File: src/rtl/video_timing_pkg.sv
// -----------------------------------------------------------------------------
// video_timing_pkg
// Shared definitions for the raster video source and the filter-side index
// logic:
//   - counter widths (h 11 bits, v 10 bits)
//   - default 1600x900 timing (active, front porch, sync, back porch per axis)
//   - default impulse coordinates
//   - test-pattern encoding
//   - generator FSM state encoding and the region-decode bundle
//   - a geometry check used at elaboration
// -----------------------------------------------------------------------------
package video_timing_pkg;

  localparam int H_CNT_W = 11;
  localparam int V_CNT_W = 10;

  localparam int DEF_H_ACTIVE = 1600;
  localparam int DEF_H_FP     = 48;
  localparam int DEF_H_SYNC   = 32;
  localparam int DEF_H_BP     = 80;
  localparam int DEF_V_ACTIVE = 900;
  localparam int DEF_V_FP     = 3;
  localparam int DEF_V_SYNC   = 5;
  localparam int DEF_V_BP     = 18;
  localparam int DEF_IMP_X    = 800;
  localparam int DEF_IMP_Y    = 450;

  localparam logic [1:0] PAT_HRAMP   = 2'd0;
  localparam logic [1:0] PAT_VRAMP   = 2'd1;
  localparam logic [1:0] PAT_CHECK   = 2'd2;
  localparam logic [1:0] PAT_IMPULSE = 2'd3;

  typedef enum logic {
    ST_IDLE = 1'b0,
    ST_RUN  = 1'b1
  } state_t;

  // Combinational decode of the current counter position.
  typedef struct packed {
    logic h_act;
    logic v_act;
    logic hs;
    logic vs;
    logic eof;   // last back-porch cycle of the frame
  } region_t;

  // A total of 2^W still fits: the counter only ever holds 0..total-1.
  function automatic bit totals_fit(input int h_total, input int v_total);
    return (h_total <= (1 << H_CNT_W)) && (v_total <= (1 << V_CNT_W)) &&
           (h_total > 0) && (v_total > 0);
  endfunction

endpackage

File: src/rtl/video_timing_counter.sv
// -----------------------------------------------------------------------------
// video_timing_counter
// Horizontal/vertical raster counters with clear and enable, plus region
// decode. Region order on each axis is active, front porch, sync, back porch.
//
// Ports:
//   clk     in   pixel clock
//   rst     in   synchronous active-high reset (counters to 0)
//   clr     in   synchronous clear (counters to 0)
//   en      in   advance one pixel
//   h_cnt   out  horizontal position 0..H_TOTAL-1
//   v_cnt   out  line number 0..V_TOTAL-1
//   region  out  h_act, v_act, hs, vs, eof decoded from the current counts
// -----------------------------------------------------------------------------
module video_timing_counter
  import video_timing_pkg::*;
#(
  parameter int H_ACTIVE = DEF_H_ACTIVE,
  parameter int H_FP     = DEF_H_FP,
  parameter int H_SYNC   = DEF_H_SYNC,
  parameter int H_BP     = DEF_H_BP,
  parameter int V_ACTIVE = DEF_V_ACTIVE,
  parameter int V_FP     = DEF_V_FP,
  parameter int V_SYNC   = DEF_V_SYNC,
  parameter int V_BP     = DEF_V_BP
) (
  input  logic               clk,
  input  logic               rst,
  input  logic               clr,
  input  logic               en,
  output logic [H_CNT_W-1:0] h_cnt,
  output logic [V_CNT_W-1:0] v_cnt,
  output region_t            region
);

  localparam int H_TOTAL = H_ACTIVE + H_FP + H_SYNC + H_BP;
  localparam int V_TOTAL = V_ACTIVE + V_FP + V_SYNC + V_BP;

  localparam int H_SYNC_BEG = H_ACTIVE + H_FP;
  localparam int H_SYNC_END = H_ACTIVE + H_FP + H_SYNC;
  localparam int V_SYNC_BEG = V_ACTIVE + V_FP;
  localparam int V_SYNC_END = V_ACTIVE + V_FP + V_SYNC;

  // Geometry that cannot be represented by the fixed counter widths is
  // rejected while elaborating rather than silently wrapping early.
  if (!totals_fit(H_TOTAL, V_TOTAL)) begin : g_bad_geometry
    $error("video_timing_counter: H_TOTAL=%0d or V_TOTAL=%0d exceeds counter width",
           H_TOTAL, V_TOTAL);
  end

  logic h_last;
  logic v_last;

  // Comparisons are done in int so parameters of any legal value compare
  // without truncation.
  assign h_last = (int'(h_cnt) == H_TOTAL - 1);
  assign v_last = (int'(v_cnt) == V_TOTAL - 1);

  // Stage p0: raster position
  always_ff @(posedge clk) begin
    if (rst || clr) begin
      h_cnt <= '0;
      v_cnt <= '0;
    end else if (en) begin
      if (h_last) begin
        h_cnt <= '0;
        v_cnt <= v_last ? '0 : v_cnt + 1'b1;
      end else begin
        h_cnt <= h_cnt + 1'b1;
      end
    end
  end

  always_comb begin
    region       = '0;
    region.h_act = (int'(h_cnt) < H_ACTIVE);
    region.v_act = (int'(v_cnt) < V_ACTIVE);
    region.hs    = (int'(h_cnt) >= H_SYNC_BEG) && (int'(h_cnt) < H_SYNC_END);
    region.vs    = (int'(v_cnt) >= V_SYNC_BEG) && (int'(v_cnt) < V_SYNC_END);
    region.eof   = h_last && v_last;
  end

endmodule

File: src/rtl/video_stream_gen.sv
// -----------------------------------------------------------------------------
// video_stream_gen
// Raster test-pattern source feeding the 2D FIR line-buffer/window stage.
// Produces 8-bit luma with data valid, hsync and vsync, one registered output
// stage behind the raster counters.
//
// Ports:
//   clk           in   pixel clock
//   rst           in   synchronous active-high reset, priority over en_i
//   en_i          in   run request; only acted on at frame boundaries
//   pattern_i     in   0 h-ramp, 1 v-ramp, 2 checker, 3 impulse
//   y_o           out  luma, 0 outside the active region
//   dv_o          out  pixel valid
//   hs_o          out  horizontal sync, active high, every line
//   vs_o          out  vertical sync, active high level for V_SYNC lines
//   frame_done_o  out  pulse on the last active pixel of a frame
//   busy_o        out  registered copy of "FSM in RUN"
// -----------------------------------------------------------------------------
module video_stream_gen
  import video_timing_pkg::*;
#(
  parameter int H_ACTIVE = DEF_H_ACTIVE,
  parameter int H_FP     = DEF_H_FP,
  parameter int H_SYNC   = DEF_H_SYNC,
  parameter int H_BP     = DEF_H_BP,
  parameter int V_ACTIVE = DEF_V_ACTIVE,
  parameter int V_FP     = DEF_V_FP,
  parameter int V_SYNC   = DEF_V_SYNC,
  parameter int V_BP     = DEF_V_BP,
  parameter int IMP_X    = DEF_IMP_X,
  parameter int IMP_Y    = DEF_IMP_Y
) (
  input  logic       clk,
  input  logic       rst,
  input  logic       en_i,
  input  logic [1:0] pattern_i,
  output logic [7:0] y_o,
  output logic       dv_o,
  output logic       hs_o,
  output logic       vs_o,
  output logic       frame_done_o,
  output logic       busy_o
);

  state_t             state;
  logic [1:0]         pat_q;

  logic               run_p0;
  logic [H_CNT_W-1:0] h_cnt_p0;
  logic [V_CNT_W-1:0] v_cnt_p0;
  region_t            region_p0;
  logic               dv_p0;
  logic               fd_p0;
  logic [7:0]         pix_p0;

  function automatic logic [7:0] pattern_pixel(input logic [1:0]         pat,
                                               input logic [H_CNT_W-1:0] x,
                                               input logic [V_CNT_W-1:0] l);
    logic [7:0] px;
    px = 8'd0;
    case (pat)
      PAT_HRAMP:   px = x[7:0];
      PAT_VRAMP:   px = l[7:0];
      PAT_CHECK:   px = (x[3] ^ l[3]) ? 8'hFF : 8'h00;
      PAT_IMPULSE: px = ((int'(x) == IMP_X) && (int'(l) == IMP_Y)) ? 8'hFF : 8'h00;
      default:     px = 8'h00;
    endcase
    return px;
  endfunction

  assign run_p0 = (state == ST_RUN);

  // Counters are held at zero whenever the FSM is idle, so the first RUN
  // cycle always starts at x=0, l=0.
  video_timing_counter #(
    .H_ACTIVE (H_ACTIVE),
    .H_FP     (H_FP),
    .H_SYNC   (H_SYNC),
    .H_BP     (H_BP),
    .V_ACTIVE (V_ACTIVE),
    .V_FP     (V_FP),
    .V_SYNC   (V_SYNC),
    .V_BP     (V_BP)
  ) u_timing (
    .clk    (clk),
    .rst    (rst),
    .clr    (!run_p0),
    .en     (run_p0),
    .h_cnt  (h_cnt_p0),
    .v_cnt  (v_cnt_p0),
    .region (region_p0)
  );

  assign dv_p0  = run_p0 & region_p0.h_act & region_p0.v_act;
  assign fd_p0  = dv_p0 & (int'(h_cnt_p0) == H_ACTIVE - 1) &
                  (int'(v_cnt_p0) == V_ACTIVE - 1);
  assign pix_p0 = dv_p0 ? pattern_pixel(pat_q, h_cnt_p0, v_cnt_p0) : 8'd0;

  // Stage p1: FSM and registered outputs
  // The pattern select is only sampled when a frame is about to start, so a
  // frame is never a mix of two patterns.
  always_ff @(posedge clk) begin
    if (rst) begin
      state        <= ST_IDLE;
      pat_q        <= PAT_HRAMP;
      y_o          <= 8'd0;
      dv_o         <= 1'b0;
      hs_o         <= 1'b0;
      vs_o         <= 1'b0;
      frame_done_o <= 1'b0;
      busy_o       <= 1'b0;
    end else begin
      case (state)
        ST_IDLE: begin
          if (en_i) begin
            state <= ST_RUN;
            pat_q <= pattern_i;
          end
        end
        ST_RUN: begin
          if (region_p0.eof) begin
            if (en_i) begin
              pat_q <= pattern_i;
            end else begin
              state <= ST_IDLE;
            end
          end
        end
        default: state <= ST_IDLE;
      endcase

      y_o          <= pix_p0;
      dv_o         <= dv_p0;
      hs_o         <= run_p0 & region_p0.hs;
      vs_o         <= run_p0 & region_p0.vs;
      frame_done_o <= fd_p0;
      busy_o       <= run_p0;
    end
  end

endmodule

File: config.mk
export PLATFORM = sky130hd
export DESIGN_NAME = video_stream_gen
export DESIGN_NICKNAME = d
export VERILOG_FILES = /design/src/rtl/video_timing_pkg.sv /design/src/rtl/video_timing_counter.sv /design/src/rtl/video_stream_gen.sv
export SDC_FILE = /design/constraint.sdc
export NUM_CORES = 1
export LEC_CHECK = 0
export ABC_AREA = 1
export BUFFER_PORTS_ARGS = -buffer_cell sky130_fd_sc_hd__buf_2
export CAP_MARGIN = 15
export CORE_AREA = 4 4 84 106
export CTS_CLUSTER_DIAMETER = 100
export DETAILED_ROUTE_END_ITERATION = 10
export DIE_AREA = 0 0 88 110
export PLACE_DENSITY = 0.38
export SETUP_SLACK_MARGIN = 0.05
export SKIP_CTS_REPAIR_TIMING = 1
export SYNTH_ARGS = -nofsm -noshare
export SYNTH_HDL_FRONTEND = slang
export SYNTH_SLANG_ARGS = --single-unit
File: constraint.sdc
create_clock -name clk -period 2 [get_ports clk]
set_clock_uncertainty 0.15 [all_clocks]
set_input_delay 0.3 -clock clk [delete_from_list [all_inputs] [get_ports clk]]
set_output_delay 0.3 -clock clk [all_outputs]
set_load 0.03 [all_outputs]
==> results of run 1 <==
## area by class of cell
type,instances,area (um^2)
clock buffer,6,82.6
clock inverter,2,37.5
fill,879,5500
inverter,45,171
multi-input combinational,197,1030
sequential,37,741
tap,95,119
timing repair buffer,21,115
## path summary, 6_finish.rpt
| kind | slack [ns] | cells past startpoint | end | startpoint |
|---|---|---|---|---|
| setup reg to reg | 0.26 | 10 | u_timing.v_cnt[2]$_SDFFE_PP0P_ | u_timing.h_cnt[0]$_SDFFE_PP0P_ |
| hold reg to reg | 0.32 | 1 | u_timing.h_cnt[0]$_SDFFE_PP0P_ | u_timing.h_cnt[0]$_SDFFE_PP0P_ |
| hold / removal | 0.03 | 2 | run_p0$_SDFF_PP0_ | rst |
| setup / recovery | 0.26 | 10 | u_timing.v_cnt[2]$_SDFFE_PP0P_ | u_timing.h_cnt[0]$_SDFFE_PP0P_ |
## report_power, final
group	internal (mW)	switching, mW
logic	0.0336	0.0755
registers	0.750	0.00747
clock network	0.406	0.283
## metrics by stage
step           worst slack [ns]   util  hold slack [ns]  area [um^2]
2_1_floorplan             0.453      -            0.219         1940
3_3_place_gp              0.255  0.279            0.306         2170
3_5_place_dp              0.250  0.279            0.308         2170
4_1_cts                   0.241  0.294           0.0212         2290
5_1_grt                  0.0717  0.295           0.0247         2300
6_report                  0.263  0.295           0.0260         2300
## sequential cells by signal, indices dropped and copies added (netlist names)
signal and flops:
frame_done_o 1, u_timing.v_cnt 10, hs_o 1, vs_o 1, dv_o 1, pat_q 2, u_timing.h_cnt 11, run_p0 1
y_o 8, busy_o 1
## cell usage in the layout (no fill, tap or decap)
| cell type | instances |
|---|---|
| nor2_2 | 4 |
| bufinv_16 | 1 |
| o21bai_1 | 1 |
| o2111a_1 | 1 |
| nand2_1 | 56 |
| and2_1 | 1 |
| nor2_4 | 1 |
| buf_4 | 4 |
| nor2_1 | 34 |
| a31oi_4 | 1 |
| inv_1 | 42 |
| dfxtp_1 | 37 |
| nand3_1 | 24 |
| clkinv_2 | 2 |
| ha_1 | 5 |
| nor4_1 | 1 |
| inv_2 | 1 |
| clkbuf_8 | 6 |
| nand2_2 | 5 |
| nand3_2 | 3 |
| a211oi_1 | 1 |
| xor2_1 | 2 |
| a21oi_1 | 22 |
| buf_2 | 17 |
| nand4_1 | 9 |
| nor3_1 | 2 |
| o31ai_1 | 1 |
| nand2_4 | 3 |
| o21ai_0 | 18 |
| a31oi_1 | 1 |
| clkinvlp_4 | 1 |
| nor2_8 | 1 |
## worst max-delay path, delay by kind of cell, from the launching register on
kind	cells	cell delay, ns
flip-flops	1	0.38
AO/OA/AOI/OAI	1	0.08
adder cells (fa/ha/maj)	1	0.19
AND/OR/NAND/NOR	7	0.73
buffers and inverters	1	0.09
## cells by family after synthesis
group,share of synthesized area
DFF,0.381
xor gates and xnor gates,0.00901
AOI/OAI and AO/OA,0.135
adders and majority gates,0.0322
and+or+nand+nor,0.351
buffers and inverters,0.0920
## metal layers
layer,vias to the layer above,routed length [um]
li1,959,-
met1,852,2390
met2,27,2760
met3,10,148
met4,0,110
met5,-,0
==> flow_summary.ini, run 1 <==
[worst_setup_path]
critPathMaxFanout = 6
cp-start-kind = register
end_kind = register
max_stage_delay_ns = 0.38
critPathKind = register to register
crit_chain = ha_1 -> nand2_1 -> nor2_4 -> nand2_4 -> nor2_8 -> nand2_2 -> nand2_2 -> inv_1 -> o21ai_0 -> nor2_1
crit_arrival_ns = 1.77
crit_top_cell = nand2_2
crit_required_ns = 2.03
cp_slowest_cell = dfxtp_1

[power]
ir_drop_mv = 0.305
power_mw = 1.55
total_leakage_power_nw = 1.03
power_density_nw_per_um2 = 677

[logic_synthesis]
ys_warn_count = 0
synth_top_area_share = 0.381
synthFlopType = dfxtp_1
netlist_top_cells_area = dfxtp_1 (38%), nand2_1 (11%), inv_1 (8.1%), nor2_1 (6.6%), nand3_1 (6.4%)
async_flop_share = 0
synth-edff-count = 0
synth_seq_cells = 37
synth.largest_area_cell = dfxtp_1
syn-num-nets = 291
synth_area_um2 = 1940
yosysMostFrequentCell = nand2_1
synth_common_cells = nand2_1 (56), inv_1 (42), dfxtp_1 (37), nor2_1 (34), nand3_1 (25)
ys_seq_area_frac = 0.381
synthCells = 281
synthDistinctLibCells = 28
avgSynthCellArea_um2 = 6.92

[min_path]
holdCritPathClass = input pin to register

[global_routing]
grt_util_met1 = 0.146
antenna_found_initial = 0
grt_pass1_vias = 1839
grt_max_degree = 18
use_met3 = 0.0223
grt-ovfl-total = 0
top_usage_layer = met2
grt_usage = 0.121
grt_pass1_wl_mm = 8.93
use_met2 = 0.206

[clock_tree]
cts_tree = yes
cts_buffer_depth = 2
ctsHtreeMaxLevel = 2
cts_root_buffer = clkbuf_8
clock_sinks = 37
clk_pin_slew_ns = 0.08
clock_latency_ns = 0.29
cts_inserted_buffers = 5

[routing]
wl_per_cell_um = 13.4
vias_per_cell = 4.59
drt_iter0_drc = 92
vias = 1848
ant_nets = 0
drc = 0
routed_wl_mm = 5.41
dr.pass1.iters = 4

[die]
initial_core_util = 0.250
die_h_um = 110
die_w_um = 88
ios = 18
rows = 36
die_area_um2 = 9680
core_area_um2 = 7790

[job]
cap_violations = 0

[sta]
rsz0062_at_grt = no
hold_viol_final = 0
finalSetupViolations = 0
finalCritPeriodShare = 0.869
tns_ns = 0
slew_headroom = 0.722
max_freq_ghz = 0.576
post-route-min-period_ns = 1.74
finalMaxSlewViolations = 0
worst_pin_slew_ns = 0.417

[final_layout]
num_antenna_cells = 0
layout-drive-gt1-share = 0.162
nNetsFinal = 317
synthToLayoutAreaGrowth_pct = 18.1
final_cells = 403

[outcome]
run_status = complete, no violations

[placement]
dp_cells = 395
dp_hpwl_mm = 4.20
portBuffers = 17
globalplace.congestion = 0.814
No activity file was read; power rests on OpenSTA's default activity.
==> inputs of run 2 (changes only) <==
--- a/config.mk
+++ b/config.mk
@@ -5,13 +5,12 @@
 export SDC_FILE = /design/constraint.sdc
 export NUM_CORES = 1
 export LEC_CHECK = 0
-export ABC_AREA = 1
 export BUFFER_PORTS_ARGS = -buffer_cell sky130_fd_sc_hd__buf_2
 export CAP_MARGIN = 15
-export CORE_AREA = 4 4 84 106
+export CORE_AREA = 4 4 82 104
 export CTS_CLUSTER_DIAMETER = 100
 export DETAILED_ROUTE_END_ITERATION = 10
-export DIE_AREA = 0 0 88 110
+export DIE_AREA = 0 0 86 108
 export PLACE_DENSITY = 0.38
 export SETUP_SLACK_MARGIN = 0.05
 export SKIP_CTS_REPAIR_TIMING = 1
==> run 2 against run 1 <==
Against the previous run: via count shrank 12%; highest routed layer unchanged; final cell count decreased by 13%; first-iteration DRC count grew 13%; synthesized area decreased by 5.0%; critical endpoint is now y_o[7]$_SDFF_PP0_; largest power group is now clock; hold slack better by 0.035 ns; worst setup slack lost 0.17 ns.
==> flow_summary.ini, run 2 <==
[outcome]
run_status = complete, no violations

[worst_setup_path]
critPathBufInv = 0
critPathKind = register to register
crit_family = simple AND/OR/NAND/NOR gates
cp_slowest_cell = or4_4
max_stage_delay_ns = 0.56
crit_chain = or4_4 -> nor4b_4 -> a31oi_4 -> nor3_1
cp-start-kind = register
critPathMaxFanout = 8
crit_arrival_ns = 1.97
end_kind = register
crit_required_ns = 2.07

[power]
total_leakage_power_nw = 0.922
power_mw = 1.63
ir_drop_mv = 0.274
power_density_nw_per_um2 = 684

[logic_synthesis]
synth-edff-count = 0
ys_seq_area_frac = 0.401
netlist_top_cells_area = dfxtp_1 (40%), nor2_1 (4.5%), xnor2_1 (4.3%), a211oi_1 (3.7%), ha_1 (3.4%)
async_flop_share = 0
synthDistinctLibCells = 42
synth_seq_cells = 37
synth_common_cells = dfxtp_1 (37), nor2_1 (22), nor3_1 (12), nand2_1 (11), inv_1 (10)
synth_top_area_share = 0.401
synth_area_um2 = 1850
synthFlopType = dfxtp_1
synth.largest_area_cell = dfxtp_1
avgSynthCellArea_um2 = 8.79
syn-num-nets = 220
yosysMostFrequentCell = dfxtp_1
ys_warn_count = 0
synthCells = 210

[die]
ios = 18
die_w_um = 86
rows = 36
core_area_um2 = 7610
die_area_um2 = 9290
initial_core_util = 0.243
die_h_um = 108

[routing]
dr.pass1.iters = 4
drt_iter0_drc = 104
drc = 0
routed_wl_mm = 5.20
vias_per_cell = 4.66
vias = 1628
wl_per_cell_um = 14.9
ant_nets = 0

[global_routing]
grt_pass1_wl_mm = 8.58
antenna_found_initial = 0
grt_usage = 0.118
grt_max_degree = 16
grt_pass1_vias = 1638
grt-ovfl-total = 0

[final_layout]
final_cell_mix = dfxtp_1 (36), buf_4 (32), nor2_1 (22), buf_2 (17), nand2_1 (11)
reg_top3 = u_timing.h_cnt: 11 flops, u_timing.v_cnt: 10 flops, y_o: 8 flops
layout_commonest_cell = dfxtp_1
fin_area_um2 = 2380
top_register = u_timing.h_cnt
num_antenna_cells = 0
nNetsFinal = 263
fill_cells = 807
layout-drive-gt1-share = 0.283
largest_register_ffs = 11
synthToLayoutAreaGrowth_pct = 29.1
utilization = 0.313

[sta]
max_freq_ghz = 0.524
finalMaxSlewViolations = 0
finalSetupViolations = 0
whs_ns = 0.0609
slew_headroom = 0.757
tns_ns = 0
worst_pin_slew_ns = 0.362
finalCritPeriodShare = 0.954
post-route-min-period_ns = 1.91
rsz0062_at_grt = yes
hold_viol_final = 0

[placement]
dp_hpwl_mm = 3.92
dpl_cell_area_um2 = 2220
globalplace.congestion = 0.817
portBuffers = 17

[clock_tree]
cts_inserted_buffers = 5
cts_buffer_depth = 2
ctsHtreeMaxLevel = 2
clk_pin_slew_ns = 0.08
cts_root_buffer = clkbuf_8
clock_sinks = 37
clock_latency_ns = 0.29
cts_tree = yes

[min_path]
holdCritPathClass = input pin to register

[job]
cap_violations = 0
[run 2: cell count changes in the layout (fill, tap and decap cells not counted), moves of 7 or more]
cell and delta:
nand3_1 -16, nand2b_1 +7, buf_4 +28, o21ai_0 -14, nor2_1 -12, inv_1 -32, nand2_1 -45, a211oi_1 +8
xnor2_1 +9, nor3_1 +8, a21oi_1 -15
[run 2: cell type report]
| cell class | count | area [um^2] | share of cell area |
|---|---|---|---|
| multi-input cells | 149 | 1020 | 0.429 |
| well taps | 95 | 119 | 0.0498 |
| clock buffers | 5 | 68.8 | 0.0289 |
| repair buffers | 49 | 325 | 0.136 |
| inverters | 11 | 41.3 | 0.0173 |
| flip-flops and latches | 37 | 742 | 0.311 |
| clock inverters | 3 | 65.1 | 0.0273 |
[run 2: report_power, final]
| part | switching, mW | internal [mW] | leakage, nW |
|---|---|---|---|
| clock | 0.285 | 0.496 | 0.0681 |
| sequential | 0.00647 | 0.747 | 0.300 |
| combinational | 0.0605 | 0.0366 | 0.554 |
[run 2: stage by stage]
stage,setup WS (ns),cells
floorplan,0.0946,210
global placement,0.0774,339
detailed placement,0.0633,339
CTS,0.0551,347
global route,0.0230,349
finish,0.0929,349
[run 2: path summary, 6_finish.rpt]
| path | endpoint | cells past startpoint | start | slack (ns) |
|---|---|---|---|---|
| worst min-delay path | run_p0$_SDFF_PP0_ | 2 | rst | 0.06 |
| worst max-delay path | y_o[7]$_SDFF_PP0_ | 4 | u_timing.v_cnt[3]$_SDFFE_PP0P_ | 0.09 |
| worst min register to register | u_timing.v_cnt[6]$_SDFFE_PP0P_ | 2 | u_timing.v_cnt[6]$_SDFFE_PP0P_ | 0.37 |
| worst max register to register | y_o[7]$_SDFF_PP0_ | 4 | u_timing.v_cnt[3]$_SDFFE_PP0P_ | 0.09 |
[run 2: routing by layer]
| metal | global-route usage | wire, um | part of all wire |
|---|---|---|---|
| met1 | 0.143 | 2290 | 0.44 |
| met2 | 0.205 | 2630 | 0.50 |
| met3 | 0.0236 | 208 | 0.040 |
| met4 | 0.0441 | 80 | 0.015 |
| met5 | 0 | 0 | 0 |
[run 2: cells by family after synthesis]
| logic type | count (synthesis) | share of synthesized area |
|---|---|---|
| DFF | 37 | 0.401 |
| muxes | 3 | 0.0163 |
| adders and majority gates | 5 | 0.0339 |
| xor gates and xnor gates | 13 | 0.0617 |
| AOI/OAI and AO/OA | 30 | 0.117 |
| buffers and inverters | 25 | 0.0589 |
| and+or+nand+nor | 97 | 0.312 |
==> inputs of run 3 (changes only) <==
--- a/config.mk
+++ b/config.mk
@@ -11,6 +11,7 @@
 export CTS_CLUSTER_DIAMETER = 100
 export DETAILED_ROUTE_END_ITERATION = 10
 export DIE_AREA = 0 0 86 108
+export MAX_ROUTING_LAYER = met4
 export PLACE_DENSITY = 0.38
 export SETUP_SLACK_MARGIN = 0.05
 export SKIP_CTS_REPAIR_TIMING = 1
==> run 3 against run 2 <==
Against the previous run: global-route usage rose by 0.34 points; hold slack got worse by 0.0024 ns; cell area did not move; maximum frequency shrank 0.27%; utilization unchanged; first-iteration DRC count decreased by 13%; sequential share of layout area is the same; sequential power is essentially flat; final cell count stayed put; combinational power hardly changed; clock power barely moved; die area unchanged.
==> flow_summary.ini, run 3 (same netlist as run 2, synthesis figures left out) <==
[outcome]
run_status = complete, no violations

[die]
core_area_um2 = 7610
ios = 18
rows = 36
die_h_um = 108
initial_core_util = 0.243
die_w_um = 86
die_area_um2 = 9290

[power]
power_frac_comb = 0.060
total_leakage_power_nw = 0.922
ir_drop_mv = 0.275
seqPwrFrac = 0.462
power.internal_mw = 1.28
p_sw_mw = 0.352
pwr-share-clk = 0.479
switching_share = 0.216
power_density_nw_per_um2 = 684

[final_layout]
largest_register_ffs = 11
synthToLayoutAreaGrowth_pct = 29.1
nNetsFinal = 263
regArea_um2 = 742
layout-drive-gt1-share = 0.283
layout_commonest_cell = dfxtp_1
fin_area_um2 = 2380
num_antenna_cells = 0
top_register = u_timing.h_cnt
fill_cells = 807
reg_top3 = u_timing.h_cnt: 11 flops, u_timing.v_cnt: 10 flops, y_o: 8 flops
multi_input_area_um2 = 1020
final_cell_mix = dfxtp_1 (36), buf_4 (32), nor2_1 (22), buf_2 (17), nand2_1 (11)

[placement]
portBuffers = 17
dp_hpwl_mm = 3.92
globalplace.congestion = 0.830
pre_cts_ws_ns = 0.0633
dpl_cell_area_um2 = 2220

[sta]
tns_ns = 0
slew_headroom = 0.750
post-route-min-period_ns = 1.91
fin_ws_ns = 0.0878
hold_viol_final = 0
worst_pin_slew_ns = 0.373
finalMaxSlewViolations = 0
max_freq_ghz = 0.523
finalCritPeriodShare = 0.956
rsz0062_at_grt = yes
finalSetupViolations = 0

[worst_setup_path]
crit_chain = or4_4 -> nor4b_4 -> a31oi_4 -> nor3_1
end_kind = register
cp-start-kind = register
critPathKind = register to register
crit_arrival_ns = 1.98
critPathMaxFanout = 8
crit_family = simple AND/OR/NAND/NOR gates
cp_slowest_cell = or4_4
crit_required_ns = 2.07
max_stage_delay_ns = 0.56
critPathBufInv = 0
reg2reg_slack_ns = 0.09

[job]
cap_violations = 0

[clock_tree]
cts_buffer_depth = 2
cts_tree = yes
clock_latency_ns = 0.29
ctsHtreeMaxLevel = 2
clock_sinks = 37
clk_pin_slew_ns = 0.08
cts_inserted_buffers = 5
cts_root_buffer = clkbuf_8

[routing]
wl_per_cell_um = 14.9
dr.pass1.iters = 4
drc = 0
vias_per_cell = 4.69
drt_iter0_drc = 90
ant_nets = 0
vias = 1636
routed_wl_mm = 5.20

[global_routing]
grt-ovfl-total = 0
antenna_found_initial = 0
grt_max_degree = 16
grt_usage = 0.122
grt_pass1_vias = 1632
grt_pass1_wl_mm = 8.58

[min_path]
holdCritPathClass = input pin to register
run 3: path summary, 6_finish.rpt:
kind | startpoint | endpoint | depth (start not counted)
worst max-delay path | u_timing.v_cnt[3]$_SDFFE_PP0P_ | y_o[7]$_SDFF_PP0_ | 4
worst min-delay path | rst | run_p0$_SDFF_PP0_ | 2
worst max register to register | u_timing.v_cnt[3]$_SDFFE_PP0P_ | y_o[7]$_SDFF_PP0_ | 4
worst min register to register | u_timing.v_cnt[6]$_SDFFE_PP0P_ | u_timing.v_cnt[6]$_SDFFE_PP0P_ | 2
run 3: stage by stage:
stage / util / cells / total power, mW / hold WS [ns]
floorplan: - / 210 / 0.825 / 0.219
global placement: 0.291 / 339 / 0.866 / 0.368
detailed placement: 0.291 / 339 / 0.865 / 0.365
global route: 0.313 / 349 / 1.69 / 0.0715
finish: 0.313 / 349 / 1.63 / 0.0585
CTS: 0.309 / 347 / 1.65 / 0.0608
run 3: final cells by class:
class / count / area share
timing repair buffer: 49 / 0.136
clock buffer: 5 / 0.0289
clock inverter: 3 / 0.0273
multi-input combinational: 149 / 0.429
inverter: 11 / 0.0173
sequential: 37 / 0.311
tap: 95 / 0.0498
run 3: power by group through the flow:
| stage | registers (mW) | clock network (mW) | logic (mW) |
|---|---|---|---|
| 2_1_floorplan | 0.778 | 0 | 0.0476 |
| 3_3_place_gp | 0.771 | 0 | 0.0948 |
| 3_5_place_dp | 0.771 | 0 | 0.0938 |
| 4_1_cts | 0.753 | 0.801 | 0.0938 |
| 5_1_grt | 0.755 | 0.832 | 0.106 |
| 6_report | 0.753 | 0.781 | 0.0971 |
run 3: metal layers:
layer  up-vias  share of wire  routed length [um]  global-route usage
met1       782           0.45                2320               0.144
met3         6          0.031                 161              0.0236
met5         -              0                   0                   -
li1        824              -                   -                   -
met4         0          0.015                  78              0.0441
met2        24           0.51                2640               0.204
run 3: worst register-to-register path, stage by stage (launching register included):
cell,delay [ns]
dfxtp_2,0.36
or4_4,0.56
nor4b_4,0.37
a31oi_4,0.19
nor3_1,0.21
